### src/rtl/multicycle_control_pkg.sv
// Shared encodings for the multi-cycle RISC-V control path: opcodes,
// datapath select codes and sequencer state encodings.
package multicycle_control_pkg;

    // Major opcodes, instr[6:0]
    localparam logic [6:0] LOAD   = 7'b0000011;
    localparam logic [6:0] STORE  = 7'b0100011;
    localparam logic [6:0] TIPOR  = 7'b0110011;
    localparam logic [6:0] TIPOU  = 7'b0110111;
    localparam logic [6:0] BRANCH = 7'b1100011;
    localparam logic [6:0] JUMP   = 7'b1101111;

    // Register write-back source
    localparam logic [1:0] ORIG_ALU = 2'd0;
    localparam logic [1:0] ORIG_MEM = 2'd1;
    localparam logic [1:0] ORIG_PC4 = 2'd2;
    localparam logic [1:0] ORIG_LUI = 2'd3;

    // Next-PC source
    localparam logic [1:0] PC4   = 2'd0;
    localparam logic [1:0] PCBEQ = 2'd1;
    localparam logic [1:0] PCIMM = 2'd2;

    // ALU operation class
    localparam logic [1:0] OP_ADD = 2'd0;
    localparam logic [1:0] OP_SUB = 2'd1;
    localparam logic [1:0] OP_ANY = 2'd2;

    // ALU second operand
    localparam logic ORIG_REG = 1'b0;
    localparam logic ORIG_IMM = 1'b1;

    typedef enum logic [2:0] {
        S_FETCH  = 3'd0,
        S_DECODE = 3'd1,
        S_EXEC   = 3'd2,
        S_MEM    = 3'd3,
        S_WB     = 3'd4,
        S_TRAP   = 3'd5
    } state_t;

    // True for opcodes the sequencer knows how to execute
    function automatic logic isLegalOp(input logic [6:0] op);
        case (op)
            LOAD, STORE, TIPOR, TIPOU, BRANCH, JUMP: return 1'b1;
            default:                                 return 1'b0;
        endcase
    endfunction

endpackage

### src/rtl/multicycle_control_watchdog.sv
// Memory-wait watchdog: counts consecutive cycles spent waiting for
// mem_ready and flags a timeout on the last allowed waiting cycle.
module multicycle_control_watchdog #(
    parameter int MEM_TIMEOUT = 16
) (
    input  logic clk,
    input  logic reset,
    input  logic clear,
    input  logic enable,
    output logic timeout
);
    localparam int W = (MEM_TIMEOUT > 2) ? $clog2(MEM_TIMEOUT) : 1;
    localparam logic [W-1:0] LAST = W'(MEM_TIMEOUT - 1);

    logic [W-1:0] waitCnt;

    // Wait counter: restarts whenever the access completes or no access is pending
    always_ff @(posedge clk) begin
        if (reset || clear) begin
            waitCnt <= '0;
        end else if (enable) begin
            waitCnt <= waitCnt + W'(1);
        end
    end

    // A ready arriving on the last cycle suppresses the timeout because enable is then low
    assign timeout = enable && (waitCnt == LAST);

endmodule

### src/rtl/multicycle_control.sv
// Multi-cycle sequencer: FETCH/DECODE/EXEC/MEM/WB over a shared memory with
// a ready handshake, producing Moore-style datapath selects and enables.
module multicycle_control
    import multicycle_control_pkg::*;
#(
    parameter int MEM_TIMEOUT = 16,
    parameter int CNT_W       = 32
) (
    input  logic             clk,
    input  logic             reset,
    input  logic [6:0]       opcode,
    input  logic             mem_ready,
    output logic             IRWrite,
    output logic             PCWrite,
    output logic             PCWriteCond,
    output logic             IorD,
    output logic             MemRead,
    output logic             MemWrite,
    output logic             RegWrite,
    output logic [1:0]       OrigWriteData,
    output logic [1:0]       OrigPC,
    output logic [1:0]       ALUOp,
    output logic             OrigALU,
    output logic             trap,
    output logic [2:0]       state_o,
    output logic [CNT_W-1:0] retired
);

    state_t     stateQ, stateD;
    logic [6:0] opQ;
    logic       memWait;
    logic       timeout;
    logic       retire;

    // Only FETCH and MEM ever wait on memory; elsewhere mem_ready is ignored
    assign memWait = ((stateQ == S_FETCH) || (stateQ == S_MEM)) && !mem_ready;

    multicycle_control_watchdog #(
        .MEM_TIMEOUT(MEM_TIMEOUT)
    ) uWatchdog (
        .clk    (clk),
        .reset  (reset),
        .clear  (!memWait),
        .enable (memWait),
        .timeout(timeout)
    );

    // State, latched opcode and retired counter
    always_ff @(posedge clk) begin
        if (reset) begin
            stateQ  <= S_FETCH;
            opQ     <= '0;
            retired <= '0;
        end else begin
            stateQ <= stateD;
            if (stateQ == S_DECODE) begin
                opQ <= opcode;
            end
            if (retire) begin
                retired <= retired + CNT_W'(1);
            end
        end
    end

    // Next-state and output decode; reset forces every enable and select to 0
    always_comb begin
        stateD        = stateQ;
        IRWrite       = 1'b0;
        PCWrite       = 1'b0;
        PCWriteCond   = 1'b0;
        IorD          = 1'b0;
        MemRead       = 1'b0;
        MemWrite      = 1'b0;
        RegWrite      = 1'b0;
        OrigWriteData = ORIG_ALU;
        OrigPC        = PC4;
        ALUOp         = OP_ADD;
        OrigALU       = ORIG_IMM;

        case (stateQ)
            S_FETCH: begin
                MemRead = 1'b1;
                if (mem_ready) begin
                    IRWrite = 1'b1;
                    stateD  = S_DECODE;
                end else if (timeout) begin
                    stateD = S_TRAP;
                end
            end
            S_DECODE: begin
                // The opcode is taken straight from the IR here; opQ is valid from EXEC on
                stateD = isLegalOp(opcode) ? S_EXEC : S_TRAP;
            end
            S_EXEC: begin
                case (opQ)
                    TIPOR: begin
                        OrigALU = ORIG_REG;
                        ALUOp   = OP_ANY;
                        stateD  = S_WB;
                    end
                    TIPOU: stateD = S_WB;
                    LOAD, STORE: stateD = S_MEM;
                    BRANCH: begin
                        ALUOp       = OP_SUB;
                        OrigALU     = ORIG_REG;
                        OrigPC      = PCBEQ;
                        PCWriteCond = 1'b1;
                        stateD      = S_FETCH;
                    end
                    JUMP: begin
                        RegWrite      = 1'b1;
                        OrigWriteData = ORIG_PC4;
                        OrigPC        = PCIMM;
                        PCWrite       = 1'b1;
                        stateD        = S_FETCH;
                    end
                    default: stateD = S_TRAP;
                endcase
            end
            S_MEM: begin
                IorD     = 1'b1;
                MemRead  = (opQ == LOAD);
                MemWrite = (opQ == STORE);
                if (mem_ready) begin
                    if (opQ == STORE) begin
                        PCWrite = 1'b1;
                        stateD  = S_FETCH;
                    end else begin
                        stateD = S_WB;
                    end
                end else if (timeout) begin
                    stateD = S_TRAP;
                end
            end
            S_WB: begin
                RegWrite = 1'b1;
                PCWrite  = 1'b1;
                if (opQ == LOAD) begin
                    OrigWriteData = ORIG_MEM;
                end else if (opQ == TIPOU) begin
                    OrigWriteData = ORIG_LUI;
                end
                stateD = S_FETCH;
            end
            default: stateD = S_TRAP;
        endcase

        if (reset) begin
            IRWrite       = 1'b0;
            PCWrite       = 1'b0;
            PCWriteCond   = 1'b0;
            IorD          = 1'b0;
            MemRead       = 1'b0;
            MemWrite      = 1'b0;
            RegWrite      = 1'b0;
            OrigWriteData = 2'd0;
            OrigPC        = 2'd0;
            ALUOp         = 2'd0;
            OrigALU       = 1'b0;
        end
    end

    // An instruction retires when EXEC, MEM or WB hands control back to FETCH
    assign retire = !reset && (stateD == S_FETCH) &&
                    ((stateQ == S_EXEC) || (stateQ == S_MEM) || (stateQ == S_WB));

    assign trap    = (stateQ == S_TRAP);
    assign state_o = stateQ;

endmodule

### config.mk
export PLATFORM = sky130hd
export DESIGN_NAME = multicycle_control
export DESIGN_NICKNAME = d
export VERILOG_FILES = /design/src/rtl/multicycle_control_pkg.sv /design/src/rtl/multicycle_control_watchdog.sv /design/src/rtl/multicycle_control.sv
export SDC_FILE = /design/constraint.sdc
export NUM_CORES = 1
export LEC_CHECK = 0
export CAP_MARGIN = 40
export CORE_MARGIN = 3
export CORE_UTILIZATION = 46
export CTS_CLUSTER_SIZE = 16
export DETAILED_ROUTE_END_ITERATION = 10
export GPL_TIMING_DRIVEN = 0
export PLACE_DENSITY = 0.7
export REMOVE_ABC_BUFFERS = 1
export SYNTH_ARGS = -nofsm -noshare
export SYNTH_HDL_FRONTEND = slang
export SYNTH_HIERARCHICAL = 1
export SYNTH_SLANG_ARGS = --single-unit
### constraint.sdc
create_clock -name clk -period 3.5 [get_ports clk]
set_input_delay 0.525 -clock clk [delete_from_list [all_inputs] [get_ports clk]]
set_output_delay 0.525 -clock clk [all_outputs]
set_load 0.1 [all_outputs]
# Word-level counts from Yosys, hierarchy flattened

Index checks and enable logic that the tools add are counted.

Add/sub/neg operators: 2
Reductions and logical operators: 18
Equal/unequal tests: 18
Multiplexer cells: 42

Operators with widths:

| operator                                                        | number |
|---|---|
| 7-bit by 6-bit == test with 1-bit output, second input constant | 6 |
| 32-bit by 1-bit adder with 32-bit output, second input constant | 1 |
| 7-bit == test, second input constant                            | 4 |
| 1-bit two-way mux                                               | 21 |
| 2-bit two-way mux                                               | 8 |
| 3-bit two-way mux                                               | 5 |
| 3-bit one-hot mux with 5 select lines                           | 1 |
| 7-bit by 2-bit == test with 1-bit output, second input constant | 2 |
| 2-bit one-hot mux with 2 select lines                           | 3 |
| 3-bit one-hot mux with 3 select lines                           | 1 |
| 2-bit OR reduction                                              | 4 |
| 3-bit by 2-bit == test with 1-bit output, second input constant | 2 |
| 3-bit == test, second input constant                            | 2 |
| 3-bit logical NOT                                               | 2 |
| 6-bit OR reduction                                              | 1 |
| 4-bit by 1-bit adder with 4-bit output, second input constant   | 1 |
| 4-bit == test, second input constant                            | 1 |
| 1-bit logical AND                                               | 4 |
| 1-bit logical OR                                                | 4 |
| 1-bit one-hot mux with 2 select lines                           | 2 |
| 3-bit by 1-bit == test with 1-bit output, second input constant | 1 |
| 1-bit logical NOT                                               | 3 |
| 1-bit one-hot mux with 3 select lines                           | 1 |

Logic and storage cells: 84
Bits of input ports: 10
Register bits: 46

# Depth between registers and ports, before layout

Gate-level depths: netlist of run 1.

Depth in word-level cells: 10
Depth in mapped cells: 10
Depth with buffers taken out: 8

# Modules after synthesis

Netlist of run 1, hierarchy kept.

By module, submodules not included:

| module                      | area each (µm²) | times used | cells each |
|---|---|---|---|
| multicycle_control          | 2756.4          | 1          | 348 |
| multicycle_control_watchdog | 186.4           | 1          | 17 |

# Worst setup path before layout of run 1

OpenSTA, ideal clock, no wires.

Kind: flip-flop to output port
From: register stateQ[2] (netlist: state_o[2])
To: output port OrigWriteData[0]
Cell stages (with the launch flop): 3
Arrival time: 6.241 ns
Slack: -3.266 ns
Cell sequence: dfxtp_1 -> or3b_2 -> a2111oi_0

Word-level cells in the longest chain between the ends: 3
Elaborated cells on any way between the ends: 4
Classes of those cells: eq/ne (2); mux (2)

RTL lines:

| element                                                                   | line                      | RTL |
|---|---|---|
| start, declared                                                           | multicycle_control.sv:29  | `state_t stateQ, stateD;` |
| start signal, assigned                                                    | multicycle_control.sv:55  | `stateQ <= stateD;` |
| 3-bit == test or 3-bit by 2-bit == test with 1-bit output (tied branches) | multicycle_control.sv:80  | `case (stateQ)` |
| 2-bit one-hot mux with 2 select lines (*)                                 | multicycle_control.sv:80  |  |
| 2-bit two-way mux (*)                                                     | multicycle_control.sv:148 | `if (reset) begin` |
| end, declared                                                             | multicycle_control.sv:20  | `output logic [1:0] OrigWriteData,` |

Mark *: on every way between the ends. The rest lies on a longest branch, timed or not.

# Worst setup path after layout of run 1

From: input port mem_ready
To: register retired[19]

Word-level cells in the longest chain between the ends: 9
Elaborated cells on any way between the ends: 10
Classes of those cells: mux (4); reduce/logical (6)

RTL lines:

| element                                     | line                                                | RTL |
|---|---|---|
| start, declared                             | multicycle_control.sv:12                            | `input logic mem_ready,` |
| 1-bit logical NOT (*)                       | multicycle_control.sv:36                            | `assign memWait = ((stateQ == S_FETCH) \|\| (stateQ == S_MEM)) && !mem_ready;` |
| 1-bit logical AND (*)                       | multicycle_control.sv:36                            |  |
| named net memWait                           | multicycle_control.sv:31                            | `logic memWait;` |
| 1-bit logical AND (*)                       | multicycle_control_watchdog.sv:27                   | `assign timeout = enable && (waitCnt == LAST);` |
| named net timeout                           | multicycle_control.sv:32                            | `logic timeout;` |
| 3-bit two-way mux (*)                       | multicycle_control.sv:86, multicycle_control.sv:131 |  |
| 3-bit two-way mux, on equally long branches | multicycle_control.sv:124, multicycle_control.sv:83 |  |
| 3-bit one-hot mux with 5 select lines (*)   | multicycle_control.sv:80                            |  |
| 3-bit logical NOT (*)                       | multicycle_control.sv:164                           | `assign retire = !reset && (stateD == S_FETCH) &&` |
| 1-bit logical AND (*) (2 in series)         | multicycle_control.sv:164                           |  |
| end signal, assigned                        | multicycle_control.sv:60                            | `retired <= retired + CNT_W'(1);` |
| end, declared                               | multicycle_control.sv:26                            | `output logic [CNT_W-1:0] retired` |

Mark *: on every way through the listed nets, which the timed path passes. The rest lies on a longest branch.
A chain may end at the register's enable or synchronous reset.

==> metrics.md, run 1 <==
| Metric | Value |
|---|---|
| Pwr dens | 253.5 nW/um^2 |
| Pins Over Slew Limit | 0 |
| RePlAce Congestion | 0.8644 |
| Router iterations before antenna repair | 4 |
| Cts hold-fix bufs | 0 |
| Ports | 60 |
| Slew of the pin with the lowest slew margin | 0.8223 ns |
| Synth top cells by count | nor2_1, dfxtp_1, nor4_1 |
| CTS clk-pin slew, worst paths | 0.09 ns |
| Async SR Flop Fraction | 0% |
| Hold violation count in the final report | 0 |
| FF-to-FF Start | state_o[1] |
| Clock share of power | 32.8% |
| Most common cell in the netlist | nor2_1 |
| Synthesis-to-finish area growth | 50.85% |
| Final period util | 94.99% |
| Setup Crit Path Kind | in -> reg |
| Largest net degree at the start of global routing | 52 |
| Max rail drop VDD | 187.0 uV |
| Dpl hpwl | 5935 um |
| Hold Crit Depth | 2 |
| Yosys Warn Count | 6 |
| Hold wc startpoint | retired[4] |
| Netlist cell types | 51 |
| Internal power | 0.7939 mW |
| Flops & latches, synth | 46 |
| CTS tree | yes |
| Sw Ratio | 29.47% |
| Fin Setup TNS | 0 ns |
| Die ar. | 7393 um^2 |
| Placed cell count | 528 |
| Initial antenna violation count | 0 |
| Clk root buf | clkbuf_8 |
| Total CTS buffers | 5 |
| Vias | 3,079 |
| Hold Path Class | reg -> reg |
| Crit-path max FO | 12 |
| Clk_skew | 0.01090 ns |
| CP Capture Type | register |
| DRC errors left | 0 |
| Clk sinks | 46 |
| Status | finished clean |
| Post-Route Utilization | 73.25% |
| Post-synthesis sequential area ratio | 31.29% |
| FILL cells | 455 |
| Cell Area, Synth | 2943 um^2 |
| Leakage | 1.634 nW |
| Clock tree buffer depth | 2 |
| Fmax | 300.8 MHz |
| Routed vias/inst | 5.723 |
| Post-synth EDFFs | 0 |
| Synthesized area per cell | 8.063 um^2 |
| Initial drt markers | 235 |
| Final non-filler cell total | 538 |
| Floorplan row count | 28 |
| Antenna-violating nets left | 0 |
| Hold EP | retired[4] |
| Starting Density | 48.55% |
| Setup violators final | 0 |
| Top_reg_cell synth | dfxtp_1 |
| WL final | 8001 um |
| Main area contributors after synthesis | dfxtp_1, mux2_2, nor2_1, nor4_1, nor2b_1 |
| Total congestion overflow | 0 |
| Core Region | 6061 um^2 |
| Die H | 85.99 um |
| Fin crit period | 3.325 ns |
| P_sw | 0.3317 mW |
| Crit path arrival time | 3.53 ns |
| Die Wd | 85.99 um |
| Total GRT Usage | 22.51% |
| R2r setup slk | 0.29 ns |
| Gate Count Post-Synth | 365 |
| H-Tree Level Count | 2 |
| # diodes | 0 |
| Share of cells above drive strength 1 | 23.76% |
| Global-route wire length before repair | 13,740 um |
| Critical Path RT | 3.70 ns |
| Post-synth top area cell | dfxtp_1 |
| Startpoint Class | input port |
| Drt wl/cell | 14.87 um |
| Max-Cap Viols | 0 |
| Final Net Count | 474 |
| Top cell type's share of synthesized area | 31.29% |
| Port-buffer cells | 59 |
| Reg2Reg Depth | 12 |
| Rel. slew slack | 44.76% |
| Logic gate share of total power | 17.7% |
| Part of the power in registers | 49.5% |
| Clock Latency Late Sink | 0.31 ns |
| Vias in the first global route | 2,980 |
| R2r endpoint | retired[19] |
## worst max-delay path by stage
stage | startpoint | endpoint | slack [ns]
3_3_place_gp | reset | PCWrite | -1.98
6_report | mem_ready | retired[19] | 0.18
2_1_floorplan | state_o[1] | OrigPC[0] | -4.36
3_5_place_dp | mem_ready | retired[29] | -0.30
5_1_grt | mem_ready | retired[29] | -0.02
4_1_cts | state_o[2] | PCWrite | 0.002
## registers in the layout, summed over array words and instances, names as in the netlist
name / count
retired: 32
uWatchdog/waitCnt: 4
state_o: 3
opQ: 7
## metrics by stage
step	hold WS, ns	setup slack (ns)	total power, mW	area, um^2
final	0.5261	0.1753	1.126	4439
after global placement	0.4782	-1.977	0.7365	3472
after global routing	0.5395	-0.01627	1.175	4439
after floorplan	0.5088	-4.365	0.6776	2788
after CTS	0.5266	0.002208	1.132	4415
after detailed placement	0.5134	-0.3016	0.7655	4310
## layout make-up
cell class | instances | area [um^2] | area share, %
repair buffers | 121 | 1444 | 32.53
inverters | 5 | 18.77 | 0.4228
well taps | 75 | 93.84 | 2.114
multi-input cells | 283 | 1854 | 41.77
flip-flops and latches | 46 | 923.4 | 20.80
clock inverters | 1 | 8.758 | 0.1973
clock buffers | 7 | 96.34 | 2.170
## power by group through the flow
stage	logic (mW)	registers, mW	clock network, mW
6_report	0.199	0.557	0.369
5_1_grt	0.215	0.560	0.400
2_1_floorplan	0.0941	0.584	0
4_1_cts	0.198	0.556	0.378
3_3_place_gp	0.169	0.568	0
3_5_place_dp	0.197	0.568	0
## logic make-up (layout without fill, tap and decap cells)
kind of cell	after synthesis	count (layout)	share of synthesized area [%]
AND/OR/NAND/NOR	205	205	38.86
AO/OA/AOI/OAI	34	34	7.823
XOR/XNOR	4	4	1.191
adder cells (fa/ha/maj)	2	2	0.8502
buffers and inverters	36	134	5.910
flip-flops	46	46	31.29
multiplexers	38	38	14.07
## timing repair
| item | in CTS | in global routing |
|---|---|---|
| setup endpoints to repair | 0 | 19 |
| hold endpoints to repair | 0 | 0 |
| resized for setup | 0 | 4 |
| buffers inserted | 0 | 2 |
## routing by layer
layer  up-vias  GRT usage, %  routed length [um]
met5         -             0                   0
met4         0         9.209                 180
met3        15         3.170                 295
met2        73         36.44                3817
met1      1459         29.95                3708
li1       1532             -                   -
## worst max-delay path, stage by stage
cell             delay [ns]
clkdlybuf4s50_1        0.50
nor3_2                 0.23
buf_2                  0.24
and4_2                 0.29
nor2_1                 0.07
a22oi_1                0.24
o211ai_1               0.18
buf_4                  0.20
buf_4                  0.18
buf_4                  0.17
nor4_1                 0.32
mux2_2                 0.37
## cell usage in the layout (no fill, tap or decap), types with 3 or more instances in the layout
| master | n |
|---|---|
| mux2i_1 | 11 |
| clkbuf_8 | 7 |
| o31ai_1 | 3 |
| nand3_1 | 12 |
| buf_8 | 51 |
| nor2b_1 | 27 |
| and3_1 | 6 |
| buf_4 | 9 |
| mux2_2 | 26 |
| nor3_1 | 11 |
| clkdlybuf4s50_1 | 58 |
| nand4_1 | 24 |
| o211ai_1 | 3 |
| a31oi_1 | 5 |
| dfxtp_1 | 44 |
| o21ai_0 | 4 |
| nand2b_1 | 4 |
| inv_1 | 5 |
| nor4_1 | 28 |
| nor2_1 | 52 |
| a21oi_1 | 9 |
| and2_1 | 5 |
| nand2_1 | 15 |
No activity file was read; power rests on OpenSTA's default activity.
==> inputs of run 2 (changes only) <==
CTS_CLUSTER_DIAMETER = 150   (was unset)
==> results of run 2 <==
Same layout as run 1: the final DEF is identical, and so are final timing and power.
